<file path="src/rtl/riscv_pkg.sv">
// Shared RV32I decode constants: opcodes, ALU control codes, result-source codes
// and the registered control bundle carried from decode into execute.
package riscv_pkg;

  localparam logic [6:0] OP_R      = 7'b0110011;
  localparam logic [6:0] OP_IALU   = 7'b0010011;
  localparam logic [6:0] OP_LOAD   = 7'b0000011;
  localparam logic [6:0] OP_STORE  = 7'b0100011;
  localparam logic [6:0] OP_BRANCH = 7'b1100011;
  localparam logic [6:0] OP_JAL    = 7'b1101111;
  localparam logic [6:0] OP_JALR   = 7'b1100111;
  localparam logic [6:0] OP_LUI    = 7'b0110111;
  localparam logic [6:0] OP_AUIPC  = 7'b0010111;

  typedef enum logic [2:0] {
    ALU_ADD = 3'b000,
    ALU_SUB = 3'b001,
    ALU_AND = 3'b010,
    ALU_OR  = 3'b011,
    ALU_XOR = 3'b100,
    ALU_SLT = 3'b101,
    ALU_SLL = 3'b110,
    ALU_SRL = 3'b111
  } alu_ctrl_e;

  typedef enum logic [1:0] {
    RES_ALU = 2'b00,
    RES_MEM = 2'b01,
    RES_PC4 = 2'b10
  } result_src_e;

  typedef struct packed {
    logic        valid;
    logic        reg_write;
    logic        mem_write;
    result_src_e result_src;
    logic        alu_src;
    logic        branch;
    logic        jump;
    alu_ctrl_e   alu_ctrl;
    logic        illegal;
  } ctrl_t;

  // sltu folds onto slt and srai onto srl: the ALU has no unsigned/arith variants.
  function automatic alu_ctrl_e alu_from_funct3(input logic [2:0] funct3, input logic sub);
    alu_ctrl_e op;
    case (funct3)
      3'b000:  op = sub ? ALU_SUB : ALU_ADD;
      3'b001:  op = ALU_SLL;
      3'b010:  op = ALU_SLT;
      3'b011:  op = ALU_SLT;
      3'b100:  op = ALU_XOR;
      3'b101:  op = ALU_SRL;
      3'b110:  op = ALU_OR;
      default: op = ALU_AND;
    endcase
    return op;
  endfunction

endpackage

</file>
<file path="src/rtl/decode_stage_if.sv">
// Decode-stage bus: fetched instruction, register-file port, write-back bypass
// and the ID/EX register outputs.
interface decode_stage_if #(parameter int XLEN = 32);
  // ValidD qualifies InstrD/PCD/PCPlus4D; there is no ready: stall=1 holds the
  // ID/EX register so the upstream stage must hold its outputs, flush=1 bubbles it.
  logic [31:0]     InstrD;
  logic [XLEN-1:0] PCD;
  logic [XLEN-1:0] PCPlus4D;
  logic            ValidD;
  logic            stall;
  logic            flush;
  logic [4:0]      A1;
  logic [4:0]      A2;
  logic [XLEN-1:0] RD1;
  logic [XLEN-1:0] RD2;
  logic            RegWriteW;
  logic [4:0]      RdW;
  logic [XLEN-1:0] ResultW;
  logic [XLEN-1:0] RD1E;
  logic [XLEN-1:0] RD2E;
  logic [XLEN-1:0] ImmExtE;
  logic [XLEN-1:0] PCE;
  logic [XLEN-1:0] PCPlus4E;
  logic [4:0]      Rs1E;
  logic [4:0]      Rs2E;
  logic [4:0]      RdE;
  logic            RegWriteE;
  logic            MemWriteE;
  logic [1:0]      ResultSrcE;
  logic            ALUSrcE;
  logic            BranchE;
  logic            JumpE;
  logic [2:0]      ALUControlE;
  logic            ValidE;
  logic            IllegalE;

  modport master (
    output InstrD, PCD, PCPlus4D, ValidD, stall, flush,
           RD1, RD2, RegWriteW, RdW, ResultW,
    input  A1, A2, RD1E, RD2E, ImmExtE, PCE, PCPlus4E, Rs1E, Rs2E, RdE,
           RegWriteE, MemWriteE, ResultSrcE, ALUSrcE, BranchE, JumpE,
           ALUControlE, ValidE, IllegalE
  );

  modport slave (
    input  InstrD, PCD, PCPlus4D, ValidD, stall, flush,
           RD1, RD2, RegWriteW, RdW, ResultW,
    output A1, A2, RD1E, RD2E, ImmExtE, PCE, PCPlus4E, Rs1E, Rs2E, RdE,
           RegWriteE, MemWriteE, ResultSrcE, ALUSrcE, BranchE, JumpE,
           ALUControlE, ValidE, IllegalE
  );
endinterface

</file>
<file path="src/rtl/decode_stage_imm_gen.sv">
// Combinational immediate generator: picks the I/S/B/J/U format from the opcode
// and sign-extends from bit 31. Formats without an immediate yield zero.
module imm_gen
  import riscv_pkg::*;
(
  input  logic [31:0] instr,
  output logic [31:0] imm
);

  always_comb begin
    imm = '0;
    case (instr[6:0])
      OP_LOAD, OP_IALU, OP_JALR:
        imm = {{20{instr[31]}}, instr[31:20]};
      OP_STORE:
        imm = {{20{instr[31]}}, instr[31:25], instr[11:7]};
      OP_BRANCH:
        imm = {{19{instr[31]}}, instr[31], instr[7], instr[30:25], instr[11:8], 1'b0};
      OP_JAL:
        imm = {{11{instr[31]}}, instr[31], instr[19:12], instr[20], instr[30:21], 1'b0};
      OP_LUI, OP_AUIPC:
        imm = {instr[31:12], 12'b0};
      default:
        imm = '0;
    endcase
  end

endmodule

</file>
<file path="src/rtl/decode_stage.sv">
// RV32I decode stage: control decode, immediate generation, write-back bypass
// into the read data, and the ID/EX pipeline register.
module decode_stage
  import riscv_pkg::*;
#(
  parameter int XLEN = 32
) (
  input logic           clk,
  input logic           rst,
  decode_stage_if.slave bus
);

  logic [6:0]      opcode;
  logic [2:0]      funct3;
  logic [4:0]      rs1;
  logic [4:0]      rs2;
  logic [4:0]      rd;
  logic [XLEN-1:0] imm;
  logic            fwd1;
  logic            fwd2;
  ctrl_t           ctrl_d;
  ctrl_t           ctrl_e;
  logic [XLEN-1:0] rd1_e;
  logic [XLEN-1:0] rd2_e;
  logic [XLEN-1:0] imm_e;
  logic [XLEN-1:0] pc_e;
  logic [XLEN-1:0] pc4_e;
  logic [4:0]      rs1_e;
  logic [4:0]      rs2_e;
  logic [4:0]      rd_e;

  assign opcode = bus.InstrD[6:0];
  assign funct3 = bus.InstrD[14:12];
  assign rs1    = bus.InstrD[19:15];
  assign rs2    = bus.InstrD[24:20];
  assign rd     = bus.InstrD[11:7];

  assign bus.A1 = rs1;
  assign bus.A2 = rs2;

  imm_gen u_imm_gen (
    .instr (bus.InstrD),
    .imm   (imm)
  );

  // A register written back this cycle is not yet visible in the file's read data.
  assign fwd1 = bus.RegWriteW && (bus.RdW != 5'd0) && (bus.RdW == rs1);
  assign fwd2 = bus.RegWriteW && (bus.RdW != 5'd0) && (bus.RdW == rs2);

  always_comb begin
    ctrl_d = '0;
    if (bus.ValidD) begin
      ctrl_d.valid = 1'b1;
      case (opcode)
        OP_R: begin
          ctrl_d.reg_write = 1'b1;
          ctrl_d.alu_ctrl  = alu_from_funct3(funct3, bus.InstrD[30]);
        end
        OP_IALU: begin
          ctrl_d.reg_write = 1'b1;
          ctrl_d.alu_src   = 1'b1;
          ctrl_d.alu_ctrl  = alu_from_funct3(funct3, 1'b0);
        end
        OP_LOAD: begin
          ctrl_d.reg_write  = 1'b1;
          ctrl_d.alu_src    = 1'b1;
          ctrl_d.result_src = RES_MEM;
        end
        OP_STORE: begin
          ctrl_d.mem_write = 1'b1;
          ctrl_d.alu_src   = 1'b1;
        end
        OP_BRANCH: begin
          ctrl_d.branch   = 1'b1;
          ctrl_d.alu_ctrl = ALU_SUB;
        end
        OP_JAL, OP_JALR: begin
          ctrl_d.reg_write  = 1'b1;
          ctrl_d.jump       = 1'b1;
          ctrl_d.alu_src    = 1'b1;
          ctrl_d.result_src = RES_PC4;
        end
        OP_LUI, OP_AUIPC: begin
          ctrl_d.reg_write = 1'b1;
          ctrl_d.alu_src   = 1'b1;
        end
        default: ctrl_d.illegal = 1'b1;
      endcase
      if (rd == 5'd0) ctrl_d.reg_write = 1'b0;
    end
  end

  // Flush only clears control; the data fields of a bubble are never consumed.
  always_ff @(posedge clk) begin
    if (rst) begin
      ctrl_e <= '0;
      rd1_e  <= '0;
      rd2_e  <= '0;
      imm_e  <= '0;
      pc_e   <= '0;
      pc4_e  <= '0;
      rs1_e  <= '0;
      rs2_e  <= '0;
      rd_e   <= '0;
    end else if (bus.flush) begin
      ctrl_e <= '0;
    end else if (!bus.stall) begin
      ctrl_e <= ctrl_d;
      rd1_e  <= fwd1 ? bus.ResultW : bus.RD1;
      rd2_e  <= fwd2 ? bus.ResultW : bus.RD2;
      imm_e  <= imm;
      pc_e   <= bus.PCD;
      pc4_e  <= bus.PCPlus4D;
      rs1_e  <= rs1;
      rs2_e  <= rs2;
      rd_e   <= rd;
    end
  end

  assign bus.RD1E        = rd1_e;
  assign bus.RD2E        = rd2_e;
  assign bus.ImmExtE     = imm_e;
  assign bus.PCE         = pc_e;
  assign bus.PCPlus4E    = pc4_e;
  assign bus.Rs1E        = rs1_e;
  assign bus.Rs2E        = rs2_e;
  assign bus.RdE         = rd_e;
  assign bus.ValidE      = ctrl_e.valid;
  assign bus.RegWriteE   = ctrl_e.reg_write;
  assign bus.MemWriteE   = ctrl_e.mem_write;
  assign bus.ResultSrcE  = ctrl_e.result_src;
  assign bus.ALUSrcE     = ctrl_e.alu_src;
  assign bus.BranchE     = ctrl_e.branch;
  assign bus.JumpE       = ctrl_e.jump;
  assign bus.ALUControlE = ctrl_e.alu_ctrl;
  assign bus.IllegalE    = ctrl_e.illegal;

endmodule

</file>
<file path="src/flat_wrapper.sv">
// flat-port wrapper written by rule: the top's interface ports become plain ports
module decode_stage_flat import riscv_pkg::*;
#(
  parameter int XLEN = 32
)
  (clk, rst, bus_InstrD, bus_PCD, bus_PCPlus4D, bus_ValidD, bus_stall, bus_flush, bus_RD1, bus_RD2, bus_RegWriteW, bus_RdW, bus_ResultW, bus_A1, bus_A2, bus_RD1E, bus_RD2E, bus_ImmExtE, bus_PCE, bus_PCPlus4E, bus_Rs1E, bus_Rs2E, bus_RdE, bus_RegWriteE, bus_MemWriteE, bus_ResultSrcE, bus_ALUSrcE, bus_BranchE, bus_JumpE, bus_ALUControlE, bus_ValidE, bus_IllegalE);
  decode_stage_if #(.XLEN(XLEN)) bus_i ();
  input logic clk;
  input logic rst;
  input wire logic [$bits(bus_i.InstrD)-1:0] bus_InstrD;
  input wire logic [$bits(bus_i.PCD)-1:0] bus_PCD;
  input wire logic [$bits(bus_i.PCPlus4D)-1:0] bus_PCPlus4D;
  input wire logic [$bits(bus_i.ValidD)-1:0] bus_ValidD;
  input wire logic [$bits(bus_i.stall)-1:0] bus_stall;
  input wire logic [$bits(bus_i.flush)-1:0] bus_flush;
  input wire logic [$bits(bus_i.RD1)-1:0] bus_RD1;
  input wire logic [$bits(bus_i.RD2)-1:0] bus_RD2;
  input wire logic [$bits(bus_i.RegWriteW)-1:0] bus_RegWriteW;
  input wire logic [$bits(bus_i.RdW)-1:0] bus_RdW;
  input wire logic [$bits(bus_i.ResultW)-1:0] bus_ResultW;
  output wire logic [$bits(bus_i.A1)-1:0] bus_A1;
  output wire logic [$bits(bus_i.A2)-1:0] bus_A2;
  output wire logic [$bits(bus_i.RD1E)-1:0] bus_RD1E;
  output wire logic [$bits(bus_i.RD2E)-1:0] bus_RD2E;
  output wire logic [$bits(bus_i.ImmExtE)-1:0] bus_ImmExtE;
  output wire logic [$bits(bus_i.PCE)-1:0] bus_PCE;
  output wire logic [$bits(bus_i.PCPlus4E)-1:0] bus_PCPlus4E;
  output wire logic [$bits(bus_i.Rs1E)-1:0] bus_Rs1E;
  output wire logic [$bits(bus_i.Rs2E)-1:0] bus_Rs2E;
  output wire logic [$bits(bus_i.RdE)-1:0] bus_RdE;
  output wire logic [$bits(bus_i.RegWriteE)-1:0] bus_RegWriteE;
  output wire logic [$bits(bus_i.MemWriteE)-1:0] bus_MemWriteE;
  output wire logic [$bits(bus_i.ResultSrcE)-1:0] bus_ResultSrcE;
  output wire logic [$bits(bus_i.ALUSrcE)-1:0] bus_ALUSrcE;
  output wire logic [$bits(bus_i.BranchE)-1:0] bus_BranchE;
  output wire logic [$bits(bus_i.JumpE)-1:0] bus_JumpE;
  output wire logic [$bits(bus_i.ALUControlE)-1:0] bus_ALUControlE;
  output wire logic [$bits(bus_i.ValidE)-1:0] bus_ValidE;
  output wire logic [$bits(bus_i.IllegalE)-1:0] bus_IllegalE;
  assign bus_i.InstrD = bus_InstrD;
  assign bus_i.PCD = bus_PCD;
  assign bus_i.PCPlus4D = bus_PCPlus4D;
  assign bus_i.ValidD = bus_ValidD;
  assign bus_i.stall = bus_stall;
  assign bus_i.flush = bus_flush;
  assign bus_i.RD1 = bus_RD1;
  assign bus_i.RD2 = bus_RD2;
  assign bus_i.RegWriteW = bus_RegWriteW;
  assign bus_i.RdW = bus_RdW;
  assign bus_i.ResultW = bus_ResultW;
  assign bus_A1 = bus_i.A1;
  assign bus_A2 = bus_i.A2;
  assign bus_RD1E = bus_i.RD1E;
  assign bus_RD2E = bus_i.RD2E;
  assign bus_ImmExtE = bus_i.ImmExtE;
  assign bus_PCE = bus_i.PCE;
  assign bus_PCPlus4E = bus_i.PCPlus4E;
  assign bus_Rs1E = bus_i.Rs1E;
  assign bus_Rs2E = bus_i.Rs2E;
  assign bus_RdE = bus_i.RdE;
  assign bus_RegWriteE = bus_i.RegWriteE;
  assign bus_MemWriteE = bus_i.MemWriteE;
  assign bus_ResultSrcE = bus_i.ResultSrcE;
  assign bus_ALUSrcE = bus_i.ALUSrcE;
  assign bus_BranchE = bus_i.BranchE;
  assign bus_JumpE = bus_i.JumpE;
  assign bus_ALUControlE = bus_i.ALUControlE;
  assign bus_ValidE = bus_i.ValidE;
  assign bus_IllegalE = bus_i.IllegalE;
  decode_stage #(.XLEN(XLEN)) u_core (.clk(clk), .rst(rst), .bus(bus_i));
endmodule
</file>
<file path="config.mk">
export PLATFORM = sky130hd
export DESIGN_NAME = decode_stage_flat
export DESIGN_NICKNAME = d
export VERILOG_FILES = /design/src/rtl/riscv_pkg.sv /design/src/rtl/decode_stage_if.sv /design/src/rtl/decode_stage_imm_gen.sv /design/src/rtl/decode_stage.sv /design/src/flat_wrapper.sv
export SDC_FILE = /design/constraint.sdc
export NUM_CORES = 1
export LEC_CHECK = 0
export BUFFER_PORTS_ARGS = -buffer_cell sky130_fd_sc_hd__buf_2
export CORE_AREA = 2 2 157 159
export CTS_CLUSTER_DIAMETER = 40
export DETAILED_ROUTE_END_ITERATION = 16
export DIE_AREA = 0 0 159 161
export HOLD_SLACK_MARGIN = 0.02
export SYNTH_ARGS = -nofsm -noshare
export SYNTH_HDL_FRONTEND = slang
export SYNTH_SLANG_ARGS = --single-unit
</file>
<file path="constraint.sdc">
create_clock -name clk -period 3.91 [get_ports clk]
set_clock_uncertainty 0.1 [all_clocks]
set_input_delay 0.782 -clock clk [delete_from_list [all_inputs] [get_ports clk]]
set_output_delay 0.782 -clock clk [all_outputs]
set_load 0.01 [all_outputs]
</file>
==> results of run 1 <==
## per-layer routing
metal / vias up / GRT usage [%]
met5: - / 0
met4: 0 / 7.98
met3: 41 / 5.37
met2: 345 / 37.3
met1: 3949 / 28.0
li1: 4130 / -
## power by group through the flow
stage	Combinational, mW	Clock, mW	Sequential (mW)
floorplan	0.272	0	2.11
global placement	0.609	0	2.07
detailed placement	0.612	0	2.07
CTS	0.613	1.73	2.03
global route	0.664	1.82	2.04
finish	0.610	1.69	2.03
## cell type report
class / count / area share (%)
multi-input combinational: 677 / 35.8
sequential: 187 / 35.0
timing repair buffer: 414 / 20.0
clock buffer: 18 / 4.01
tap: 324 / 3.79
clock inverter: 14 / 1.22
antenna: 5 / 0.117
inverter: 3 / 0.105
## flip-flops by register name (all words and copies together), names as in the netlist
register                flops
u_core.bus.RD1E            32
u_core.bus.IllegalE         1
u_core.bus.PCE             32
u_core.bus.MemWriteE        1
u_core.bus.PCPlus4E        32
u_core.bus.RegWriteE        1
u_core.bus.ALUControlE      3
u_core.bus.ValidE           1
u_core.bus.Rs1E             5
u_core.bus.ALUSrcE          1
u_core.bus.RdE              5
u_core.bus.BranchE          1
u_core.bus.Rs2E             5
u_core.bus.JumpE            1
u_core.bus.RD2E            32
u_core.bus.ImmExtE         32
u_core.bus.ResultSrcE       2
## worst min-delay path, stage by stage, from the launching register on
cell	delay, ps
dfxtp_1	310
nand2_1	50
a21oi_1	50
## through the flow
stage               setup WS [ps]  std cells  instance area [um^2]  power (mW)  hold slack (ps)
floorplan                    1510        970                  8020        2.39              376
global placement              961       1605                 10100        2.68              338
finish                       1370       1642                 10700        4.33              349
global route                 1290       1641                 10700        4.52              370
detailed placement            936       1605                 10100        2.69              341
CTS                          1400       1637                 10700        4.38              351
## placed cells by master (no fill, tap or decap), drive strengths merged, types with 2 or more instances in the layout
cell type,netlist,final
nand4,2,2
a22oi,4,4
diode,0,5
nand3b,3,3
or4,3,3
nand2,188,188
dfxtp,187,187
buf,39,414
clkbuf,64,18
or2,5,5
a211oi,65,65
or3,2,2
inv,3,10
and3,2,2
o21ai,3,3
clkinv,0,7
a21boi,11,11
o31ai,2,2
a221o,8,8
o21a,2,2
nor3,8,8
xnor2,10,10
nor4,68,68
nor2,81,81
o211ai,9,9
a221oi,16,16
o21bai,65,65
a21oi,98,98
nor2b,2,2
nand2b,5,5
## path summary, 6_finish.rpt
check,endpoint,slack (ps),cells past startpoint
hold reg to reg,u_core.bus.ImmExtE[9],350,2
setup reg to reg,u_core.bus.ImmExtE[11],2890,3
setup / recovery,u_core.bus.RD1E[18],1370,7
hold / removal,u_core.bus.ImmExtE[9],350,2
## cells by family (layout without fill, tap and decap cells)
logic type | Yosys count | after routing | synth area share, %
AOI/OAI and AO/OA | 291 | 291 | 25.2
xor gates and xnor gates | 10 | 10 | 1.09
buffers and inverters | 106 | 449 | 5.83
DFF | 187 | 187 | 46.7
muxes | 1 | 1 | 0.140
other | 0 | 5 | 0
and+or+nand+nor | 375 | 375 | 21.1
==> metrics.txt, run 1 <==
Tmin final=2540 ps; Pint=3.07 mW; Routed Wire Length=29700 um; synthesized cell area=8020 um^2; Final Hold Viols=0; clk slew on worst S/H paths=80 ps; Hold-fix buffers, CTS=0; fmax=393 MHz; Reg area=3740 um^2; CTS tree=built; clk_lat worst skew=430 ps; pins over their slew limit=0; kind of critical path=in -> reg; critical-path cell list=buf_2 -> or4_1 -> o211ai_2 -> buf_4 -> or2_1 -> buf_4 -> a211oi_1; CP Capture Type=flop; Post-CTS Resized=0; WP buf/inv=3; Root Buffer=clkbuf_16; Final TNS setup=0 ps; Setup violations, final=0; Max clock buf depth=2; Critical Path AT=2740 ps; Critical R2R Launch=u_core.bus.ImmExtE[11]; largest net degree at the start of global routing=115; DR WL/cell=18.1 um; Filler cells=2492; most frequent cells after synthesis=nand2_1 (188), dfxtp_1 (187), a21oi_1 (98); row cnt=57; RSZ-0062 raised after global routing=no; CTS buffer count=17; port bufs=399; first-pass GRT wire length=45100 um; maximum vdd drop=0.235 mV; initial core utilization=33.5%; Critical Path RT=4110 ps; syn nets=1173; DR vias/cell=5.16; top area cells in the synthesized netlist=dfxtp_1 (47%), nand2_1 (8.8%), a21oi_1 (6.1%), o21bai_1 (6.1%), a211oi_1 (6.0%); final critical-path share of the clock period=65.1%; clk sinks=187; initial antenna violation count=5; switching share of power=29.1%; PwrDens=405 nW/um^2; Die Height=161 um; Detail Placement HPWL=21000 um; slowest stage delay, CP=590 ps; HP Start=u_core.bus.ImmExtE[9]; CP max-delay cell=or4_1; status=finished, final reports clean; top sig layer=met4; die area=25600 um^2; syn avg cell area=8.27 um^2; gpl congestion=0.887; routed vias=8465; Starting DRT DRC Count=645; layout cell share with drive strength beyond 1=34.9%; Post-synth EDFFs=0; most frequent cell after synthesis=nand2_1; source of the critical timing path=bus_RdW[0]; total track usage=22.3%; Sw Pwr=1.26 mW; register area share after synthesis=46.7%; vias in the first global route=7777; register bit total from synthesis=187; DR pass1 iterations=7; post-route ant nets=0; max_slew headroom=42.7%; core area=24000 um^2; Yosys top cell area share=46.7%; Yosys top cell by area=dfxtp_1; Primary FF master, synth=dfxtp_1; Setup Fix Bufs, Post-CTS=0; area of the multi-input gates=3830 um^2; # nets final=1503; fraction of registers with async set/reset=0%; metal1 wirelength=12600 um; # DRC=0; number of synthesis warnings=0; WL met2=14200 um; Area Growth Syn to Fin=33.3%; H-tree Lvls=4; Util after Layout=44.6%; worst-margin pin slew=853 ps; part of the power in registers=46.9%; worst hold path type=reg -> reg; # IOs=400; kind of cell adding the most delay to the critical path=buffers and inverters; Logic pwr share=14.1%; wire length on met3=2130 um; total gr overflow=0; Pleak=4.83 nW; share of power burned in the clock network=39.0%; Synth cell types=53; max-cap viol count=0; Die Width=159 um; CP dominant cell by count=buf_4; startpoint types=input port; Worst Path Max Fanout=33; Post-Synthesis Cells=970
Note: power is estimated with default switching activity, not from simulation.
==> run 2, diff against run 1 <==
- clock period: 3.91 -> 2.6 ns (I/O delays scaled with it)
==> run 2 against run 1 <==
Net effect:
- hold slack lost 130 ps
- combinational power grew 57%
- setup slack lost 730 ps
- sequential power grew 51%
- sequential cell count is the same
- cell count grew 1.2%
- sequential share of layout area shrank 0.87 points
- die area is the same
- power grew 54%
- largest power group unchanged
- register-to-register slack lost 1300 ps
- first-iteration DRC count grew 19%
- critical path type unchanged
- critical path depth shrank 1
==> metrics.txt, run 2 (synthesis gave the netlist of run 1 again) <==
most frequent cells in the layout=buf_2 (398), nand2_1 (188), dfxtp_1 (187), a21oi_1 (98), nor2_1 (79) (unchanged); Final TNS setup=0 ps (unchanged); FF-to-FF path depth=3 (unchanged); startpoint types=input port (unchanged); CTS tree=built (unchanged); Post-CTS Resized=0 (unchanged); design area=11000 um^2 (was 10700 um^2); CTS buffer count=17 (unchanged); maximum vdd drop=0.313 mV (was 0.235 mV); routed vias=8558 (was 8465); Worst Hold Path EP=u_core.bus.PCE[14] (was u_core.bus.ImmExtE[9]); die area=25600 um^2 (unchanged); Setup Fix Bufs, Post-CTS=0 (unchanged); post-route ant nets=0 (unchanged); Die Height=161 um (unchanged); core area=24000 um^2 (unchanged); port bufs=399 (unchanged); status=finished, final reports clean (unchanged); Max clock buf depth=2 (unchanged); Routed Wire Length=29900 um (was 29700 um); Pleak=4.96 nW (was 4.83 nW); commonest non-fill, non-tap cell in the layout=buf_2 (unchanged); # IOs=400 (unchanged); initial core utilization=33.5% (unchanged); Starting DRT DRC Count=766 (was 645); Root Buffer=clkbuf_16 (unchanged); total gr overflow=0 (unchanged); max-cap viol count=0 (unchanged); cell count of the worst hold path=3 (was 2); Worst Path Max Fanout=23 (was 33); vias in the first global route=7954 (was 7777); Critical Path AT=2200 ps (was 2740 ps); CP Capture Type=flop (unchanged); final critical-path share of the clock period=75.7%; Tmin final=1970 ps; Die Width=159 um (unchanged); first-pass GRT wire length=45400 um (was 45100 um); Critical Path RT=2830 ps (was 4110 ps); RSZ-0062 raised after global routing=no (unchanged); HP Start=bus_PCD[14] (was u_core.bus.ImmExtE[9]); Critical R2R Launch=u_core.bus.ImmExtE[25] (was u_core.bus.ImmExtE[11]); clk slew on worst S/H paths=80 ps (about the same); Placed Area=10400 um^2 (was 10100 um^2); clk sinks=187 (unchanged); kind of critical path=in -> reg (unchanged); DR pass1 iterations=4 (was 7); total track usage=22.3% (about the same); gpl congestion=0.865 (was 0.887); pins over their slew limit=0 (unchanged); DR vias/cell=5.15 (was 5.16); Min Hold Slack=222 ps (was 349 ps); fmax=508 MHz; Hold-fix buffers, CTS=0 (unchanged); row cnt=57 (unchanged); clk_lat worst skew=430 ps (about the same); initial antenna violation count=6 (was 5); layout cell share with drive strength beyond 1=35.8% (was 34.9%); DR WL/cell=18.0 um (was 18.1 um); Final Hold Viols=0 (unchanged); H-tree Lvls=4 (unchanged); max_slew headroom=48.2% (was 42.7%); Setup violations, final=0 (unchanged); worst-margin pin slew=777 ps (was 853 ps); # DRC=0 (unchanged); Area Growth Syn to Fin=36.7% (was 33.3%); Final Total Pwr=6.67 mW (was 4.33 mW); reg-to-reg slack, setup=1630 ps (was 2890 ps); worst hold path type=in -> reg (was reg -> reg); Filler cells=2429 (was 2492); # nets final=1522 (was 1503); largest net degree at the start of global routing=171 (was 115); FF-to-FF End=u_core.bus.ImmExtE[25] (was u_core.bus.ImmExtE[11]); Detail Placement HPWL=21600 um (was 21000 um); PwrDens=608 nW/um^2 (was 405 nW/um^2)
run 2: how the worst max path moves through the flow:
stage                    start                endpoint  depth (start not counted)
global placement     bus_flush  u_core.bus.ImmExtE[13]                          5
finish              bus_RdW[0]     u_core.bus.RD1E[22]                          6
detailed placement   bus_flush  u_core.bus.ImmExtE[13]                          5
floorplan                  rst  u_core.bus.ImmExtE[12]                          5
CTS                 bus_RdW[0]     u_core.bus.RD1E[22]                          6
global route        bus_RdW[0]     u_core.bus.RD1E[22]                          6
run 2: final cells by class:
| type | instances | area (um^2) | area share [%] |
|---|---|---|---|
| multi-input cells | 677 | 3830 | 34.9 |
| flip-flops and latches | 187 | 3740 | 34.1 |
| repair buffers | 433 | 2380 | 21.7 |
| clock buffers | 20 | 457 | 4.16 |
| well taps | 324 | 405 | 3.70 |
| clock inverters | 12 | 130 | 1.19 |
| diodes | 6 | 15.0 | 0.137 |
| inverters | 3 | 11.3 | 0.103 |
run 2: per-layer routing:
| metal | wire, um | track usage [%] | vias up |
|---|---|---|---|
| li1 | - | - | 4160 |
| met1 | 12900 | 28.4 | 4017 |
| met2 | 14500 | 37.3 | 343 |
| met3 | 1910 | 4.80 | 38 |
| met4 | 666 | 8.14 | 0 |
| met5 | 0 | 0 | - |
run 2: power breakdown:
| group | internal (mW) | switching [mW] | leakage [nW] | total, mW |
|---|---|---|---|---|
| sequential | 2.99 | 0.0656 | 1.53 | 3.06 |
| combinational | 0.387 | 0.571 | 3.15 | 0.957 |
| clock | 1.41 | 1.25 | 0.280 | 2.66 |
| total | 4.79 | 1.89 | 4.96 | 6.67 |
run 2: per-stage QoR:
step	cells	utilization, %	setup slack [ps]
final	1662	45.8	631
after global routing	1661	45.8	510
after detailed placement	1624	43.3	211
after CTS	1656	45.7	662
after global placement	1624	43.3	237
after floorplan	970	-	458
run 2: critical path, stage by stage:
cell      delay [ps]
buf_2            130
or4_1            600
o211ai_2         250
buf_4            340
nor4_1            90
a211oi_1         250
